## src/rtl/mem_pkg.sv

```systemverilog
// Shared opcodes, exception codes, FSM states and load/store decode for the MEM stage.
package mem_pkg;

  localparam int unsigned OP_CODE_W = 5;

  localparam logic [OP_CODE_W-1:0] OP_LW  = 5'b10100;
  localparam logic [OP_CODE_W-1:0] OP_SW  = 5'b10101;
  localparam logic [OP_CODE_W-1:0] OP_LB  = 5'b10110;
  localparam logic [OP_CODE_W-1:0] OP_LH  = 5'b10111;
  localparam logic [OP_CODE_W-1:0] OP_LBU = 5'b11000;
  localparam logic [OP_CODE_W-1:0] OP_LHU = 5'b11001;
  localparam logic [OP_CODE_W-1:0] OP_SB  = 5'b11010;
  localparam logic [OP_CODE_W-1:0] OP_SH  = 5'b11011;

  localparam logic [1:0] EXC_NONE     = 2'b00;
  localparam logic [1:0] EXC_MISALIGN = 2'b01;
  localparam logic [1:0] EXC_TIMEOUT  = 2'b10;

  typedef enum logic [0:0] {IDLE = 1'b0, BUSY = 1'b1} state_e;

  typedef enum logic [1:0] {SZ_B = 2'd0, SZ_H = 2'd1, SZ_W = 2'd2} size_e;

  typedef struct packed {
    logic  is_mem;
    logic  is_load;
    logic  is_store;
    logic  sign_ext;
    size_e size;
  } op_dec_t;

  // Classify an ALU opcode into access kind, size and extension mode.
  function automatic op_dec_t decode_op(input logic [OP_CODE_W-1:0] op);
    op_dec_t d;
    d = '0;
    case (op)
      OP_LB, OP_LH, OP_LW, OP_LBU, OP_LHU: begin d.is_mem = 1'b1; d.is_load = 1'b1; end
      OP_SB, OP_SH, OP_SW:                 begin d.is_mem = 1'b1; d.is_store = 1'b1; end
      default: ;
    endcase
    case (op)
      OP_LB, OP_LBU, OP_SB: d.size = SZ_B;
      OP_LH, OP_LHU, OP_SH: d.size = SZ_H;
      default:              d.size = SZ_W;
    endcase
    d.sign_ext = (op == OP_LB) || (op == OP_LH);
    return d;
  endfunction

endpackage

```

## src/rtl/mem_lane_align.sv

```systemverilog
// Byte-lane steering: store replication + byte enables, load lane extraction + extension.
// Assumes DATA_W >= 16 so a halfword fits in a word.
module mem_lane_align
  import mem_pkg::*;
#(
  parameter int unsigned DATA_W = 32,
  localparam int unsigned NB    = DATA_W / 8,
  localparam int unsigned OFF_W = $clog2(NB)
) (
  input  op_dec_t             dec,
  input  logic [OFF_W-1:0]    off,
  input  logic [DATA_W-1:0]   st_data,
  input  logic [DATA_W-1:0]   ld_word,
  output logic [NB-1:0]       be_c,
  output logic [DATA_W-1:0]   st_lanes_c,
  output logic [DATA_W-1:0]   ld_data_c
);

  logic [DATA_W-1:0] lane;

  // Little-endian: the addressed byte lane moves down to bit 0.
  assign lane = ld_word >> {off, 3'b000};

  // Store data is replicated to every lane; BE picks the lanes actually written.
  always_comb begin
    be_c       = '1;
    st_lanes_c = st_data;
    case (dec.size)
      SZ_B: begin
        be_c       = NB'(1) << off;
        st_lanes_c = {NB{st_data[7:0]}};
      end
      SZ_H: begin
        be_c       = NB'(3) << {off[OFF_W-1:1], 1'b0};
        st_lanes_c = {(NB/2){st_data[15:0]}};
      end
      default: ;
    endcase
  end

  // Load result with sign or zero extension.
  always_comb begin
    ld_data_c = lane;
    case (dec.size)
      SZ_B: ld_data_c = {{(DATA_W-8){dec.sign_ext & lane[7]}}, lane[7:0]};
      SZ_H: ld_data_c = {{(DATA_W-16){dec.sign_ext & lane[15]}}, lane[15:0]};
      default: ;
    endcase
  end

endmodule

```

## src/rtl/mem_access_unit.sv

```systemverilog
// MEM pipeline stage: load/store over a req/ack bus with timeout, pass-through for other ops.
module mem_access_unit
  import mem_pkg::*;
#(
  parameter int unsigned DATA_W  = 32,
  parameter int unsigned ADDR_W  = 32,
  parameter int unsigned RADDR_W = 5,
  parameter int unsigned OP_W    = 5,
  parameter int unsigned TIMEOUT = 15,
  localparam int unsigned NB     = DATA_W / 8
) (
  input  logic               clk,
  input  logic               rst,
  input  logic               Valid_i,
  output logic               Ready_o,
  output logic               Stall_o,
  input  logic [OP_W-1:0]    ALUop_i,
  input  logic               WriteReg_i,
  input  logic [RADDR_W-1:0] WriteDataAddr_i,
  input  logic [DATA_W-1:0]  WriteData_i,
  input  logic [ADDR_W-1:0]  MemAddr_i,
  input  logic [DATA_W-1:0]  Reg_i,
  output logic               MemCE_o,
  output logic               MemWE_o,
  output logic [NB-1:0]      MemBE_o,
  output logic [ADDR_W-1:0]  MemAddr_o,
  output logic [DATA_W-1:0]  MemData_o,
  input  logic [DATA_W-1:0]  MemData_i,
  input  logic               MemAck_i,
  output logic               Valid_o,
  output logic               WriteReg_o,
  output logic [RADDR_W-1:0] WriteDataAddr_o,
  output logic [DATA_W-1:0]  WriteData_o,
  output logic [1:0]         Exc_o
);

  localparam int unsigned OFF_W = $clog2(NB);
  localparam int unsigned CNT_W = $clog2(TIMEOUT + 1);

  state_e             state_q, state_d;
  logic [CNT_W-1:0]   cnt_q, cnt_d;
  op_dec_t            op_q, op_d;
  logic [OFF_W-1:0]   off_q, off_d;
  logic               wr_ok_q, wr_ok_d;

  logic               ready_d, ce_d, we_d, valid_d, wreg_d;
  logic [NB-1:0]      be_d;
  logic [ADDR_W-1:0]  maddr_d;
  logic [DATA_W-1:0]  mdata_d, wdata_d;
  logic [RADDR_W-1:0] wdaddr_d;
  logic [1:0]         exc_d;

  op_dec_t            dec_in, align_dec;
  logic [OFF_W-1:0]   align_off;
  logic               accept_c, misalign_c;
  logic [NB-1:0]      be_c;
  logic [DATA_W-1:0]  st_lanes_c, ld_data_c;

  assign dec_in   = decode_op(OP_CODE_W'(ALUop_i));
  assign accept_c = Valid_i & Ready_o;

  // The aligner sees the incoming op while idle and the captured op while waiting for ack.
  assign align_dec = (state_q == BUSY) ? op_q  : dec_in;
  assign align_off = (state_q == BUSY) ? off_q : MemAddr_i[OFF_W-1:0];

  // Halfwords need an even address, words need a word-aligned one.
  always_comb begin
    misalign_c = 1'b0;
    case (dec_in.size)
      SZ_H:    misalign_c = MemAddr_i[0];
      SZ_W:    misalign_c = |MemAddr_i[OFF_W-1:0];
      default: misalign_c = 1'b0;
    endcase
  end

  mem_lane_align #(.DATA_W(DATA_W)) u_align (
    .dec        (align_dec),
    .off        (align_off),
    .st_data    (Reg_i),
    .ld_word    (MemData_i),
    .be_c       (be_c),
    .st_lanes_c (st_lanes_c),
    .ld_data_c  (ld_data_c)
  );

  // Next-state and next-output logic; the bus request is held stable for the whole access.
  always_comb begin
    state_d  = state_q;
    cnt_d    = cnt_q;
    op_d     = op_q;
    off_d    = off_q;
    wr_ok_d  = wr_ok_q;
    ready_d  = Ready_o;
    ce_d     = MemCE_o;
    we_d     = MemWE_o;
    be_d     = MemBE_o;
    maddr_d  = MemAddr_o;
    mdata_d  = MemData_o;
    valid_d  = 1'b0;
    wreg_d   = 1'b0;
    wdaddr_d = WriteDataAddr_o;
    wdata_d  = WriteData_o;
    exc_d    = EXC_NONE;
    case (state_q)
      IDLE: begin
        if (accept_c) begin
          wdaddr_d = WriteDataAddr_i;
          op_d     = dec_in;
          off_d    = MemAddr_i[OFF_W-1:0];
          wr_ok_d  = WriteReg_i & (|WriteDataAddr_i);
          if (!dec_in.is_mem) begin
            valid_d = 1'b1;
            wreg_d  = WriteReg_i & (|WriteDataAddr_i);
            wdata_d = WriteData_i;
          end else if (misalign_c) begin
            valid_d = 1'b1;
            exc_d   = EXC_MISALIGN;
            wdata_d = '0;
          end else begin
            state_d = BUSY;
            cnt_d   = '0;
            ready_d = 1'b0;
            ce_d    = 1'b1;
            we_d    = dec_in.is_store;
            be_d    = be_c;
            maddr_d = {MemAddr_i[ADDR_W-1:OFF_W], OFF_W'(0)};
            mdata_d = dec_in.is_store ? st_lanes_c : '0;
          end
        end
      end
      BUSY: begin
        if (MemAck_i || (cnt_q == CNT_W'(TIMEOUT - 1))) begin
          state_d = IDLE;
          ready_d = 1'b1;
          ce_d    = 1'b0;
          we_d    = 1'b0;
          be_d    = '0;
          maddr_d = '0;
          mdata_d = '0;
          valid_d = 1'b1;
          if (MemAck_i) begin
            wreg_d  = op_q.is_load & wr_ok_q;
            wdata_d = op_q.is_load ? ld_data_c : '0;
          end else begin
            exc_d   = EXC_TIMEOUT;
            wdata_d = '0;
          end
        end else begin
          cnt_d = cnt_q + CNT_W'(1);
        end
      end
      default: state_d = IDLE;
    endcase
  end

  // State, capture and output registers.
  always_ff @(posedge clk or negedge rst) begin
    if (!rst) begin
      state_q         <= IDLE;
      cnt_q           <= '0;
      op_q            <= '0;
      off_q           <= '0;
      wr_ok_q         <= 1'b0;
      Ready_o         <= 1'b1;
      Stall_o         <= 1'b0;
      MemCE_o         <= 1'b0;
      MemWE_o         <= 1'b0;
      MemBE_o         <= '0;
      MemAddr_o       <= '0;
      MemData_o       <= '0;
      Valid_o         <= 1'b0;
      WriteReg_o      <= 1'b0;
      WriteDataAddr_o <= '0;
      WriteData_o     <= '0;
      Exc_o           <= EXC_NONE;
    end else begin
      state_q         <= state_d;
      cnt_q           <= cnt_d;
      op_q            <= op_d;
      off_q           <= off_d;
      wr_ok_q         <= wr_ok_d;
      Ready_o         <= ready_d;
      Stall_o         <= ~ready_d;
      MemCE_o         <= ce_d;
      MemWE_o         <= we_d;
      MemBE_o         <= be_d;
      MemAddr_o       <= maddr_d;
      MemData_o       <= mdata_d;
      Valid_o         <= valid_d;
      WriteReg_o      <= wreg_d;
      WriteDataAddr_o <= wdaddr_d;
      WriteData_o     <= wdata_d;
      Exc_o           <= exc_d;
    end
  end

endmodule

```

## config.mk

```make
export PLATFORM = sky130hd
export DESIGN_NAME = mem_access_unit
export DESIGN_NICKNAME = d
export VERILOG_FILES = /design/src/rtl/mem_pkg.sv /design/src/rtl/mem_lane_align.sv /design/src/rtl/mem_access_unit.sv
export SDC_FILE = /design/constraint.sdc
export NUM_CORES = 1
export LEC_CHECK = 0
export CAP_MARGIN = 30
export CORE_MARGIN = 10
export CORE_UTILIZATION = 35
export DETAILED_ROUTE_END_ITERATION = 16
export PLACE_DENSITY = 0.64
export SLEW_MARGIN = 20
export SYNTH_ARGS = -nofsm -noshare
export SYNTH_HDL_FRONTEND = slang
export SYNTH_SLANG_ARGS = --single-unit
export TNS_END_PERCENT = 10
```

## constraint.sdc

```tcl
create_clock -name clk -period 5.7 [get_ports clk]
set_input_delay 0.57 -clock clk [delete_from_list [all_inputs] [get_ports clk]]
set_output_delay 0.57 -clock clk [all_outputs]
set_load 0.03 [all_outputs]
```

# Word-level counts from Yosys, hierarchy flattened
# Index checks and enable logic that the tools add are counted.
# totals
ff_bits	125
latchBits	0
ram_bits	0
romBits	0
out_inout_bits	113
word_cells	134
memories	0
# op_classes
add_sub_neg	1
n_mul	0
div	0
order_cmp	0
eq_ne	18
shift	3
muxes	72
bitwise_logic	7
reduce_logical	14
# ops
op	count
$mux W32	14
$pmux W32 S2	5
$eq A5 B5 Y1 const B	8
$mux W4	8
$shr A32 B5 Y32	1
$mux W1	29
$pmux W4 S2	3
$pmux W1 S2	7
$reduce_or A5 Y1	2
$reduce_or A3 Y1	3
$ne A2 B2 Y1 const B	4
$pmux W2 S2	2
$reduce_and A4 Y1	2
$reduce_or A8 Y1	1
$mux W2	3
$and A1 B1 Y1	5
$add A4 B1 Y4 const B	1
$eq A2 B1 Y1 const B	2
$eq A4 B4 Y1 const B	1
$shl A1 B2 Y4 const A	1
$shl A2 B2 Y4 const A	1
$mux W3	1
$ne A3 B3 Y1 const B	1
$reduce_and A3 Y1	1
7 further kinds	9

# Longest topological paths before layout
# Gate-level depths: netlist of the first run.
# depth
depth_word	11
depth_mapped	9
mapped_depth_nobuf	8

# By module
# Synthesis of the first run repeated with hierarchy kept, for this count alone.
# unflattened
cells_unflattened	639
area_unflattened_um2	6596.3
# modules_own_cells
mod	instances	cells_each	area_per_inst_um2	seq_area_each_um2
mem_access_unit	1	454	5266.3	3129.3
mem_lane_align	1	185	1330.0	0.0

# Least setup slack after synthesis of the first run
# Ideal clock, no wire load.
# synth_timing
path_type	input port to flip-flop
start	input MemAddr_i[0]
end	register WriteData_o[22]
setup_time_ps	137
arrival_time_ps	2284
required_ps	5563
path_slack_ps	3279
stages	6
n_path_buf	1
path_cell_list	mux2i_1 -> mux4_2 -> and4b_4 -> a2111oi_4 -> buf_6 -> o31ai_1
# synth_via
elab_chain_cells	8
elab_cells_between_ends	13
classes_between	eq/ne (1); shift (1); mux (7); bitwise (2); reduce/logical (2)
# synth_lines
element	line	rtl
start, declared	mem_access_unit.sv:21	input logic [ADDR_W-1:0] MemAddr_i,
$mux W2	mem_access_unit.sv:64	assign align_off = (state_q == BUSY) ? off_q : MemAddr_i[OFF_W-1:0];
$shr A32 B5 Y32	mem_lane_align.sv:22	assign lane = ld_word >> {off, 3'b000};
$and A1 B1 Y1 (on tied branches)	mem_lane_align.sv:46, mem_lane_align.sv:45	
$pmux W32 S2	mem_lane_align.sv:44	case (dec.size)
$mux W32	mem_access_unit.sv:143	wdata_d = op_q.is_load ? ld_data_c : '0;
$mux W32	mem_access_unit.sv:141	if (MemAck_i) begin
$mux W32	mem_access_unit.sv:132	if (MemAck_i || (cnt_q == CNT_W'(TIMEOUT - 1))) begin
$pmux W32 S2	mem_access_unit.sv:104	case (state_q)
end signal, assigned	mem_access_unit.sv:192	WriteData_o <= wdata_d;
end, declared	mem_access_unit.sv:33	output logic [DATA_W-1:0] WriteData_o,
# Parallel ways exist; a longest one is shown, timed or not. The select of a mux whose other input is x is not followed.
# A chain may end at the register's enable or synchronous reset.

# Final worst setup path of the first run
# layout_timing
start	register state_q
end	register WriteData_o[17]
# layout_via
elab_chain_cells	8
elab_cells_between_ends	17
classes_between	eq/ne (4); shift (1); mux (7); bitwise (3); reduce/logical (2)
# layout_lines
element	line	rtl
start, declared	mem_access_unit.sv:40	state_e state_q, state_d;
start signal, assigned	mem_access_unit.sv:177	state_q <= state_d;
$mux W2	mem_access_unit.sv:64	
$shr A32 B5 Y32	mem_lane_align.sv:22	
$and A1 B1 Y1 (on tied branches)	mem_lane_align.sv:46, mem_lane_align.sv:45	
$pmux W32 S2	mem_lane_align.sv:44	
$mux W32	mem_access_unit.sv:143	
$mux W32	mem_access_unit.sv:141	
$mux W32	mem_access_unit.sv:132	
$pmux W32 S2	mem_access_unit.sv:104	
# Parallel ways exist; a longest one is shown, timed or not. The select of a mux whose other input is x is not followed.

==> impl_metrics.py, run 1 <==
metrics = {
    "run_status": {
        "status": "finished clean",
    },
    "clock_network": {
        "cts-root-buf": "clkbuf_16",
        "cts_tree": "built",
        "worstSkewPairLatency_ns": 0.41,
        "clockBufferDepth": 2,
        "cts_max_level": 4,
        "numClockSinks": 123,
        "clkTransAtPathRegs_ns": 0.06,
        "postCtsResizedCells": 0,
        "cts_buffers": 17,
        "postCtsSetupBuffers": 0,
        "cts_hold_buf": 0,
    },
    "global_routing": {
        "grt_use_total_pct": 19.4,
        "grt_max_degree": 67,
        "grt_pass1_wl_um": 36100,
        "grt-ovfl-total": 0,
        "antenna_found_initial": 2,
        "grt_pass1_vias": 6100,
    },
    "placement": {
        "place_inst": 985,
        "dp_hpwl_um": 17300,
        "gp_congestion": 0.929,
        "port_buffers": 253,
    },
    "finish": {
        "multiInputGateArea_um2": 2880,
        "regArea_um2": 3080,
        "final_nets": 929,
        "drive_above_1_share_pct": 10.7,
        "fin_cells": 1023,
        "area_growth_syn_to_layout_pct": 55.1,
        "fill_cells": 1473,
    },
    "setup_path": {
        "required_ns": 5.98,
        "path_class": "flip-flop to flip-flop",
        "r2r-start": "state_q",
        "r2r_slack_ns": 2.43,
        "crit_fanout": 21,
        "arrival_ns": 3.55,
        "worstSetupEndpointType": "flip-flop",
        "timing.rr.end": "WriteData_o[17]",
        "r2r_cells": 7,
        "start_kind": "flip-flop",
    },
    "synthesis": {
        "yosysUniqueCellTypes": 57,
        "synth_edf_count": 0,
        "ys_seq_elements": 123,
        "syn_avg_cell_area_um2": 11.3,
        "ys_seq_area_share_pct": 50.3,
        "async_flop_share_pct": 100,
        "syn_area_um2": 6130,
        "ys_warn_count": 0,
        "postSynthCellCount": 542,
        "synth_ff_type": "dfrtp_1",
    },
    "timing": {
        "slew_viol_final": 0,
        "clock_skew_ns": 0.0120,
        "fin_setup_tns_ns": 0,
        "worst_pin_slew_ns": 0.950,
        "finalCriticalPeriod_ns": 3.27,
        "fmax_ghz": 0.306,
        "hold_viol": 0,
        "setup_viol": 0,
        "slew_headroom_pct": 36.7,
        "hold_ws_ns": 0.225,
        "rsz0062_at_grt": "false",
        "fin_crit_sh_pct": 57.4,
    },
    "power_and_ir_drop": {
        "powerDensity_nw_per_um2": 422,
        "leakage_nw": 3.91,
        "peakVddDrop_v": 0.000247,
    },
    "detailed_routing": {
        "via_per_inst": 5.54,
        "top_layer": "met5",
        "routed-wl-met2_um": 10400,
        "wire_per_inst_um": 22.6,
        "drc": 0,
        "postRouteAntennaNets": 0,
        "drtPass1Iterations": 4,
        "met1_length_um": 10200,
        "vias": 5671,
        "wl_met3_um": 2200,
        "drtIter0Drc": 299,
        "routed_wl_um": 23200,
    },
    "die": {
        "num_rows": 48,
        "coreArea_um2": 17200,
        "io_pins": 256,
        "die-area_um2": 23200,
        "start_util_pct": 35.5,
        "die_y_um": 152,
        "die_x_um": 152,
    },
    "hold_path": {
        "hold_path_class": "input pin to async pin",
    },
    "run": {
        "drv_cap": 0,
    },
}
[cells by family (layout without fill, tap and decap cells)]
family          count (synthesis)  after routing  synth area share (%)
xor+xnor                        2              2                 0.286
simple gates                  115            115                  8.95
other cells                     1              3                0.0612
mux                            50             50                  10.1
compound gates                199            199                  26.1
buf+inv                        50            304                  3.80
fa+ha+maj                       2              2                 0.408
flops                         123            123                  50.3
[report_power, final]
part / internal [W] / switching, W
registers: 0.00113 / 0.000184
logic: 0.000733 / 0.000936
clock network: 0.000611 / 0.000410
[flip-flops by register name (all words and copies together) (netlist names), 2 cells and up]
register / flops
WriteDataAddr_o: 5
MemAddr_o: 30
op_q: 4
cnt_q: 4
WriteData_o: 32
Exc_o: 2
off_q: 2
MemData_o: 32
MemBE_o: 4
[critical path, stage by stage (launching register included)]
cell and delay (ns):
dfrtp_1 0.92, mux2i_4 0.56, buf_16 0.22, mux4_2 0.36, and4b_4 0.24, a2111oi_4 0.44, buf_4 0.28, o31ai_1 0.10
[cell usage in the layout (no fill, tap or decap), drive strengths merged, types with 9 or more instances in the layout]
cell type	synthesis	final
nand3	18	18
o21ai	22	22
clkdlybuf4s50	0	252
o2bb2ai	29	29
o31ai	11	11
nand2	52	52
nor2	14	14
o211ai	16	16
dfrtp	122	122
mux2i	27	27
mux2	15	15
clkbuf	22	19
a21oi	20	20
a22o	38	38
buf	21	12
inv	7	9
nand2b	13	13
a22oi	9	9
[how the worst max path moves through the flow]
stage            startpoint         endpoint  slack [ns]
2_1_floorplan  MemAddr_i[0]  WriteData_o[22]        3.28
3_3_place_gp   MemAddr_i[0]  WriteData_o[20]        1.92
3_5_place_dp   MemAddr_i[0]  WriteData_o[22]        1.84
4_1_cts             state_q  WriteData_o[23]        1.86
5_1_grt             state_q    MemData_o[30]        2.17
6_report            state_q  WriteData_o[17]        2.43
[layer usage]
metal	track usage (%)	vias up
li1	-	2582
met2	28.9	299
met3	8.16	21
met4	5.59	2
met1	25.0	2767
met5	0	-
[cell type report]
cell class / count / share of cell area, %
Multi-Input combinational cell: 370 / 30.3
Clock buffer: 18 / 4.62
Clock inverter: 14 / 1.29
Tap cell: 225 / 2.96
Inverter: 7 / 0.277
Timing Repair Buffer: 265 / 28.1
Sequential cell: 123 / 32.4
Antenna cell: 1 / 0.0263
[synth_stat cells (2+ instances only)]
cell       number  share of area [%]
a21o_1          2               0.25
o21ai_1         2               0.16
nand2_1        52                3.2
xor2_1          2               0.29
o221ai_1        8                1.1
or3_1           4               0.41
buf_2          12               0.98
nor3_1          3               0.25
nor2_1         14               0.86
a2bb2oi_1       8                1.1
o21ai_0        19                1.6
a221oi_1        7                1.0
and2_1          2               0.20
o2bb2ai_1      29                4.1
buf_4           2               0.25
a22o_1         38                5.4
a221o_1         8                1.3
o31ai_1        11                1.3
a211oi_1        8               0.98
buf_1           4               0.25
and2b_1         2               0.25
o31a_1          2               0.29
mux2i_1        27                4.4
o211ai_1       16                2.0
mux4_2          8                2.9
a21oi_1        20                1.6
a22oi_1         9                1.1
mux2_2         15                2.8
ha_1            2               0.41
clkbuf_1       22                1.3
nand3_1        18                1.5
inv_1           6               0.37
dfrtp_1       122                 50
buf_6           3               0.55
nand2b_1       13                1.3
[stage by stage]
stage | instance area, um^2 | power [W] | util, % | setup WS (ns)
2_1_floorplan | 6130 | 0.00220 | - | 3.28
3_3_place_gp | 8840 | 0.00297 | 51.3 | 1.92
3_5_place_dp | 8850 | 0.00299 | 51.4 | 1.84
4_1_cts | 9410 | 0.00404 | 54.6 | 1.86
5_1_grt | 9500 | 0.00422 | 55.1 | 2.17
6_report | 9500 | 0.00401 | 55.1 | 2.43
No activity file was read; power rests on OpenSTA's default activity.
==> run 2: changes to the inputs <==
--- a/config.mk
+++ b/config.mk
@@ -9,7 +9,7 @@
 export CORE_MARGIN = 10
 export CORE_UTILIZATION = 35
 export DETAILED_ROUTE_END_ITERATION = 16
-export PLACE_DENSITY = 0.64
+export PLACE_DENSITY = 0.66
 export SLEW_MARGIN = 20
 export SYNTH_ARGS = -nofsm -noshare
 export SYNTH_HDL_FRONTEND = slang
==> constraint.sdc (replaced) <==
create_clock -name clk -period 2.95 [get_ports clk]
set_input_delay 0.295 -clock clk [delete_from_list [all_inputs] [get_ports clk]]
set_output_delay 0.295 -clock clk [all_outputs]
set_load 0.03 [all_outputs]
==> impl_metrics.py, run 2 (synthesis results as in run 1) <==
metrics = {
    "clock_network": {
        "numClockSinks": 123,
        "cts_tree": "built",
        "clkTransAtPathRegs_ns": 0.05,
        "cts_buffers": 17,
        "postCtsResizedCells": 0,
        "cts-root-buf": "clkbuf_16",
        "postCtsSetupBuffers": 0,
        "worstSkewPairLatency_ns": 0.41,
        "cts_hold_buf": 1,
        "clockBufferDepth": 2,
        "cts_max_level": 4,
    },
    "setup_path": {
        "path_delay_family": "compound AO/OA/AOI/OAI gates",
        "critPathBufInv": 2,
        "worstSetupEndpointType": "flip-flop",
        "path_class": "flip-flop to flip-flop",
        "arrival_ns": 2.78,
        "start_kind": "flip-flop",
        "cpMostUsedCell": "buf_4",
        "cpPeakStageDelay_ns": 0.46,
        "path_cells": "mux2_2 -> buf_4 -> nor2_1 -> o2bb2ai_1 -> a2111oi_4 -> buf_4 -> o31ai_1",
        "slowest_stage": "nor2_1",
        "crit_fanout": 16,
        "required_ns": 3.25,
    },
    "detailed_routing": {
        "drc": 0,
        "via_per_inst": 5.54,
        "wire_per_inst_um": 22.6,
        "drtPass1Iterations": 5,
        "postRouteAntennaNets": 0,
        "vias": 5752,
        "drtIter0Drc": 323,
        "routed_wl_um": 23500,
    },
    "die": {
        "num_rows": 48,
        "start_util_pct": 35.5,
        "io_pins": 256,
        "die-area_um2": 23200,
        "die_x_um": 152,
        "die_y_um": 152,
        "coreArea_um2": 17200,
    },
    "run": {
        "drv_cap": 0,
    },
    "global_routing": {
        "busiest_layer": "met2",
        "grt-ovfl-total": 0,
        "antenna_found_initial": 0,
        "grt_util_met2_pct": 30.7,
        "grt_use_total_pct": 19.6,
        "grt_use_met3_pct": 8.44,
        "grt_util_met1_pct": 24.2,
        "grt_pass1_vias": 6119,
        "grt_max_degree": 54,
        "grt_pass1_wl_um": 36400,
    },
    "timing": {
        "worst_slack_ns": 0.473,
        "worst_pin_slew_ns": 0.718,
        "clock_skew_ns": 0.0106,
        "fmax_ghz": 0.404,
        "slew_viol_final": 0,
        "rsz0062_at_grt": "false",
        "fin_setup_tns_ns": 0,
        "fin_crit_sh_pct": 84.0,
        "setup_viol": 0,
        "slew_headroom_pct": 52.1,
        "hold_viol": 0,
        "finalCriticalPeriod_ns": 2.48,
    },
    "finish": {
        "area_growth_syn_to_layout_pct": 55.9,
        "finish.instance_area_um2": 9550,
        "top_regs": "MemData_o x32, WriteData_o x32, MemAddr_o x30",
        "mostFrequentLayoutCells": "clkdlybuf4s50_1 (252), dfrtp_1 (122), nand2_1 (52)",
        "drive_above_1_share_pct": 11.8,
        "final_nets": 946,
        "diodes": 0,
        "utilization_pct": 55.4,
        "final_common_cell": "clkdlybuf4s50_1",
    },
    "run_status": {
        "status": "finished clean",
    },
    "placement": {
        "dp_hpwl_um": 17800,
        "place_ws_ns": 0.151,
        "port_buffers": 253,
        "gp_congestion": 0.898,
        "placed_area_um2": 9010,
    },
    "power_and_ir_drop": {
        "powerDensity_nw_per_um2": 796,
        "clock_power_share_pct": 24.2,
        "leakage_nw": 3.95,
        "p_switching_w": 0.00290,
        "p_int_w": 0.00471,
        "pwr-share-seq_pct": 33.2,
        "p_comb_share_pct": 42.6,
        "switching_share_pct": 38.1,
        "peakVddDrop_v": 0.000505,
    },
    "hold_path": {
        "hold_path_class": "input pin to async pin",
    },
}
[run 2: cell count changes in the layout (fill, tap and decap cells not counted), sizes merged]
| cell | delta |
|---|---|
| inv | -1 |
| diode | -1 |
| clkbuf | +2 |
| buf | +17 |
| dlygate4sd3 | +1 |
| bufinv | -1 |
| clkinv | -1 |
| clkinvlp | -1 |
[run 2: final cells by class]
cell class	instances	area (um^2)
sequential	123	3080
multi-input combinational	370	2880
inverter	7	26.3
fill	1454	7690
clock inverter	10	71.3
timing repair buffer	282	2760
tap	225	282
clock buffer	21	450
[run 2: path summary, 6_finish.rpt]
| kind | start | endpoint | slack (ns) | cells past startpoint |
|---|---|---|---|---|
| max | state_q | WriteData_o[17] | 0.47 | 7 |
| min | rst | WriteData_o[25] | 0.47 | 2 |
| max reg2reg | state_q | WriteData_o[17] | 0.47 | 7 |
| min reg2reg | MemCE_o | MemCE_o | 0.48 | 1 |
| max in group asynchronous | rst | MemAddr_o[13] | 1.67 | 3 |
| min in group clk | MemCE_o | MemCE_o | 0.48 | 1 |
[run 2: layer usage]
layer / part of all wire, % / wire, um / vias to the layer above
met3: 10 / 2410 / 34
li1: - / - / 2620
met5: 0 / 0 / -
met2: 46 / 10900 / 283
met1: 42 / 9810 / 2815
met4: 1.6 / 372 / 0
[run 2: power by group through the flow]
stage	Combinational, W	Sequential [W]	Clock [W]
detailed placement	0.00328	0.00253	0
CTS	0.00328	0.00252	0.00189
global route	0.00345	0.00259	0.00197
finish	0.00324	0.00252	0.00184
global placement	0.00323	0.00252	0
floorplan	0.000869	0.00338	0
[run 2: per-stage QoR]
stage               hold WS, ns  power (W)  instances
floorplan             -0.000591    0.00425        543
global placement          0.373    0.00575       1005
detailed placement        0.399    0.00581       1005
CTS                       0.468    0.00769       1037
global route              0.472    0.00801       1038
finish                    0.470    0.00760       1038
==> run 3: changes to the inputs <==
--- a/config.mk
+++ b/config.mk
@@ -9,7 +9,7 @@
 export CORE_MARGIN = 10
 export CORE_UTILIZATION = 35
 export DETAILED_ROUTE_END_ITERATION = 16
-export PLACE_DENSITY = 0.66
+export PLACE_DENSITY = 0.64
 export SLEW_MARGIN = 20
 export SYNTH_ARGS = -nofsm -noshare
 export SYNTH_HDL_FRONTEND = slang
==> constraint.sdc (replaced) <==
create_clock -name clk -period 2.3 [get_ports clk]
set_input_delay 0.23 -clock clk [delete_from_list [all_inputs] [get_ports clk]]
set_output_delay 0.23 -clock clk [all_outputs]
set_load 0.03 [all_outputs]
==> impl_metrics.py, run 3 (synthesis results as in run 1) <==
metrics = {
    "setup_path": {
        "path_cells": "buf_12 -> mux2i_4 -> buf_6 -> nor2_1 -> o2bb2ai_2 -> a2111oi_4 -> buf_4 -> buf_12 -> o31ai_1",
        "cpMostUsedCell": "buf_12",
        "start_kind": "flip-flop",
        "arrival_ns": 2.47,
        "path_class": "flip-flop to flip-flop",
        "cpPeakStageDelay_ns": 0.40,
        "crit_fanout": 20,
        "required_ns": 2.57,
        "slowest_stage": "dfrtp_1",
        "worstSetupEndpointType": "flip-flop",
    },
    "run": {
        "drv_cap": 0,
    },
    "timing": {
        "hold_viol": 0,
        "worst_pin_slew_ns": 0.637,
        "finalCriticalPeriod_ns": 2.20,
        "setup_viol": 0,
        "fmax_ghz": 0.454,
        "slew_headroom_pct": 57.4,
        "clock_skew_ns": 0.0104,
        "slew_viol_final": 0,
        "fin_crit_sh_pct": 95.8,
    },
    "finish": {
        "utilization_pct": 58.3,
        "diodes": 0,
        "final_common_cell": "clkdlybuf4s50_1",
        "area_growth_syn_to_layout_pct": 64.1,
        "drive_above_1_share_pct": 15.8,
        "final_nets": 978,
        "fin_cells": 1071,
        "mostFrequentLayoutCells": "clkdlybuf4s50_1 (252), dfrtp_1 (122), nand2_1 (52)",
        "fill_cells": 1434,
        "top_regs": "MemData_o x32, WriteData_o x32, MemAddr_o x30",
    },
    "detailed_routing": {
        "via_per_inst": 5.47,
        "vias": 5861,
        "met1_length_um": 10000,
        "postRouteAntennaNets": 0,
        "routed_wl_um": 23300,
        "drtPass1Iterations": 5,
        "routed-wl-met2_um": 10700,
        "drtIter0Drc": 346,
        "wl_met3_um": 2270,
        "top_layer": "met4",
        "drc": 0,
        "wire_per_inst_um": 21.8,
    },
    "hold_path": {
        "hold_path_class": "input pin to async pin",
    },
    "power_and_ir_drop": {
        "clock_power_share_pct": 26.0,
        "pwr-share-seq_pct": 31.9,
        "p_comb_share_pct": 42.1,
        "powerDensity_nw_per_um2": 1010,
        "leakage_nw": 4.21,
        "p_int_w": 0.00638,
        "switching_share_pct": 37.3,
        "p_switching_w": 0.00379,
        "fin_total_pwr_w": 0.0102,
        "peakVddDrop_v": 0.000629,
    },
    "placement": {
        "port_buffers": 253,
        "place_inst": 1035,
        "dp_hpwl_um": 17700,
        "gp_congestion": 0.925,
    },
    "die": {
        "die-area_um2": 23200,
        "die_x_um": 152,
        "die_y_um": 152,
        "coreArea_um2": 17200,
        "io_pins": 256,
        "num_rows": 48,
        "start_util_pct": 35.5,
    },
    "global_routing": {
        "grt_pass1_vias": 6276,
        "grt_use_total_pct": 19.6,
        "grt_pass1_wl_um": 36500,
        "grt_max_degree": 51,
        "antenna_found_initial": 0,
        "grt-ovfl-total": 0,
    },
    "run_status": {
        "status": "finished clean",
    },
    "clock_network": {
        "cts_tree": "built",
        "clockBufferDepth": 2,
        "worstSkewPairLatency_ns": 0.42,
        "numClockSinks": 123,
        "cts_max_level": 4,
        "cts_buffers": 17,
        "clkTransAtPathRegs_ns": 0.06,
        "cts-root-buf": "clkbuf_16",
    },
}
## run 3: power by group through the flow
stage,registers [W],logic [W],clock network (W)
after floorplan,0.00434,0.00111,0
after global placement,0.00325,0.00425,0
after detailed placement,0.00326,0.00431,0
after CTS,0.00325,0.00432,0.00270
after global routing,0.00333,0.00455,0.00281
final,0.00324,0.00429,0.00265
## run 3: per-layer routing
metal | track usage [%] | up-vias
met5 | 0 | -
met1 | 24.7 | 2881
met2 | 30.4 | 283
li1 | - | 2672
met4 | 5.27 | 0
met3 | 7.82 | 25
## run 3: final timing paths
path                           startpoint              end  slack (ns)  depth (start not counted)
setup / recovery                  state_q  WriteData_o[19]         0.1                          9
hold / removal                        rst   WriteData_o[6]        0.35                          2
setup reg to reg                  state_q  WriteData_o[19]         0.1                          9
hold reg to reg                   MemCE_o          MemCE_o        0.48                          1
max in group asynchronous             rst          Ready_o        1.28                          3
min in group clk           WriteData_i[8]   WriteData_o[8]        0.41                          3
## run 3: worst max-delay path: cells and delay by family, from the launching register on
family          cells  cell delay [ns]
simple gates        1             0.09
mux                 1             0.29
buf+inv             4             0.76
flops               1             0.40
compound gates      3             0.51
## run 3: per-stage QoR
step           hold WS [ns]  worst slack [ns]  TNS [ns]  area, um^2
3_3_place_gp          0.256            -0.102     -3.07        9400
3_5_place_dp          0.258            -0.208     -6.88        9400
5_1_grt               0.375          -0.00355  -0.00355       10100
2_1_floorplan       -0.0656           0.00875         0        6130
4_1_cts               0.358            0.0223         0       10000
6_report              0.352            0.0961         0       10100
## run 3: final cells by class
class	count	area [um^2]	area share, %
clock buffer	18	439	4.37
clock inverter	14	146	1.46
inverter	7	26.3	0.261
multi-input combinational	370	2890	28.8
sequential	123	3080	30.6
tap	225	282	2.80
timing repair buffer	314	3190	31.7
## run 3: what timing repair did
action / in CTS / in global routing
buffers inserted: 0 / 2
gates resized for setup: 0 / 3
hold endpoints to repair: 37 / 0
hold buffers: 1 / 0
endpoints found under the setup margin: 0 / 16
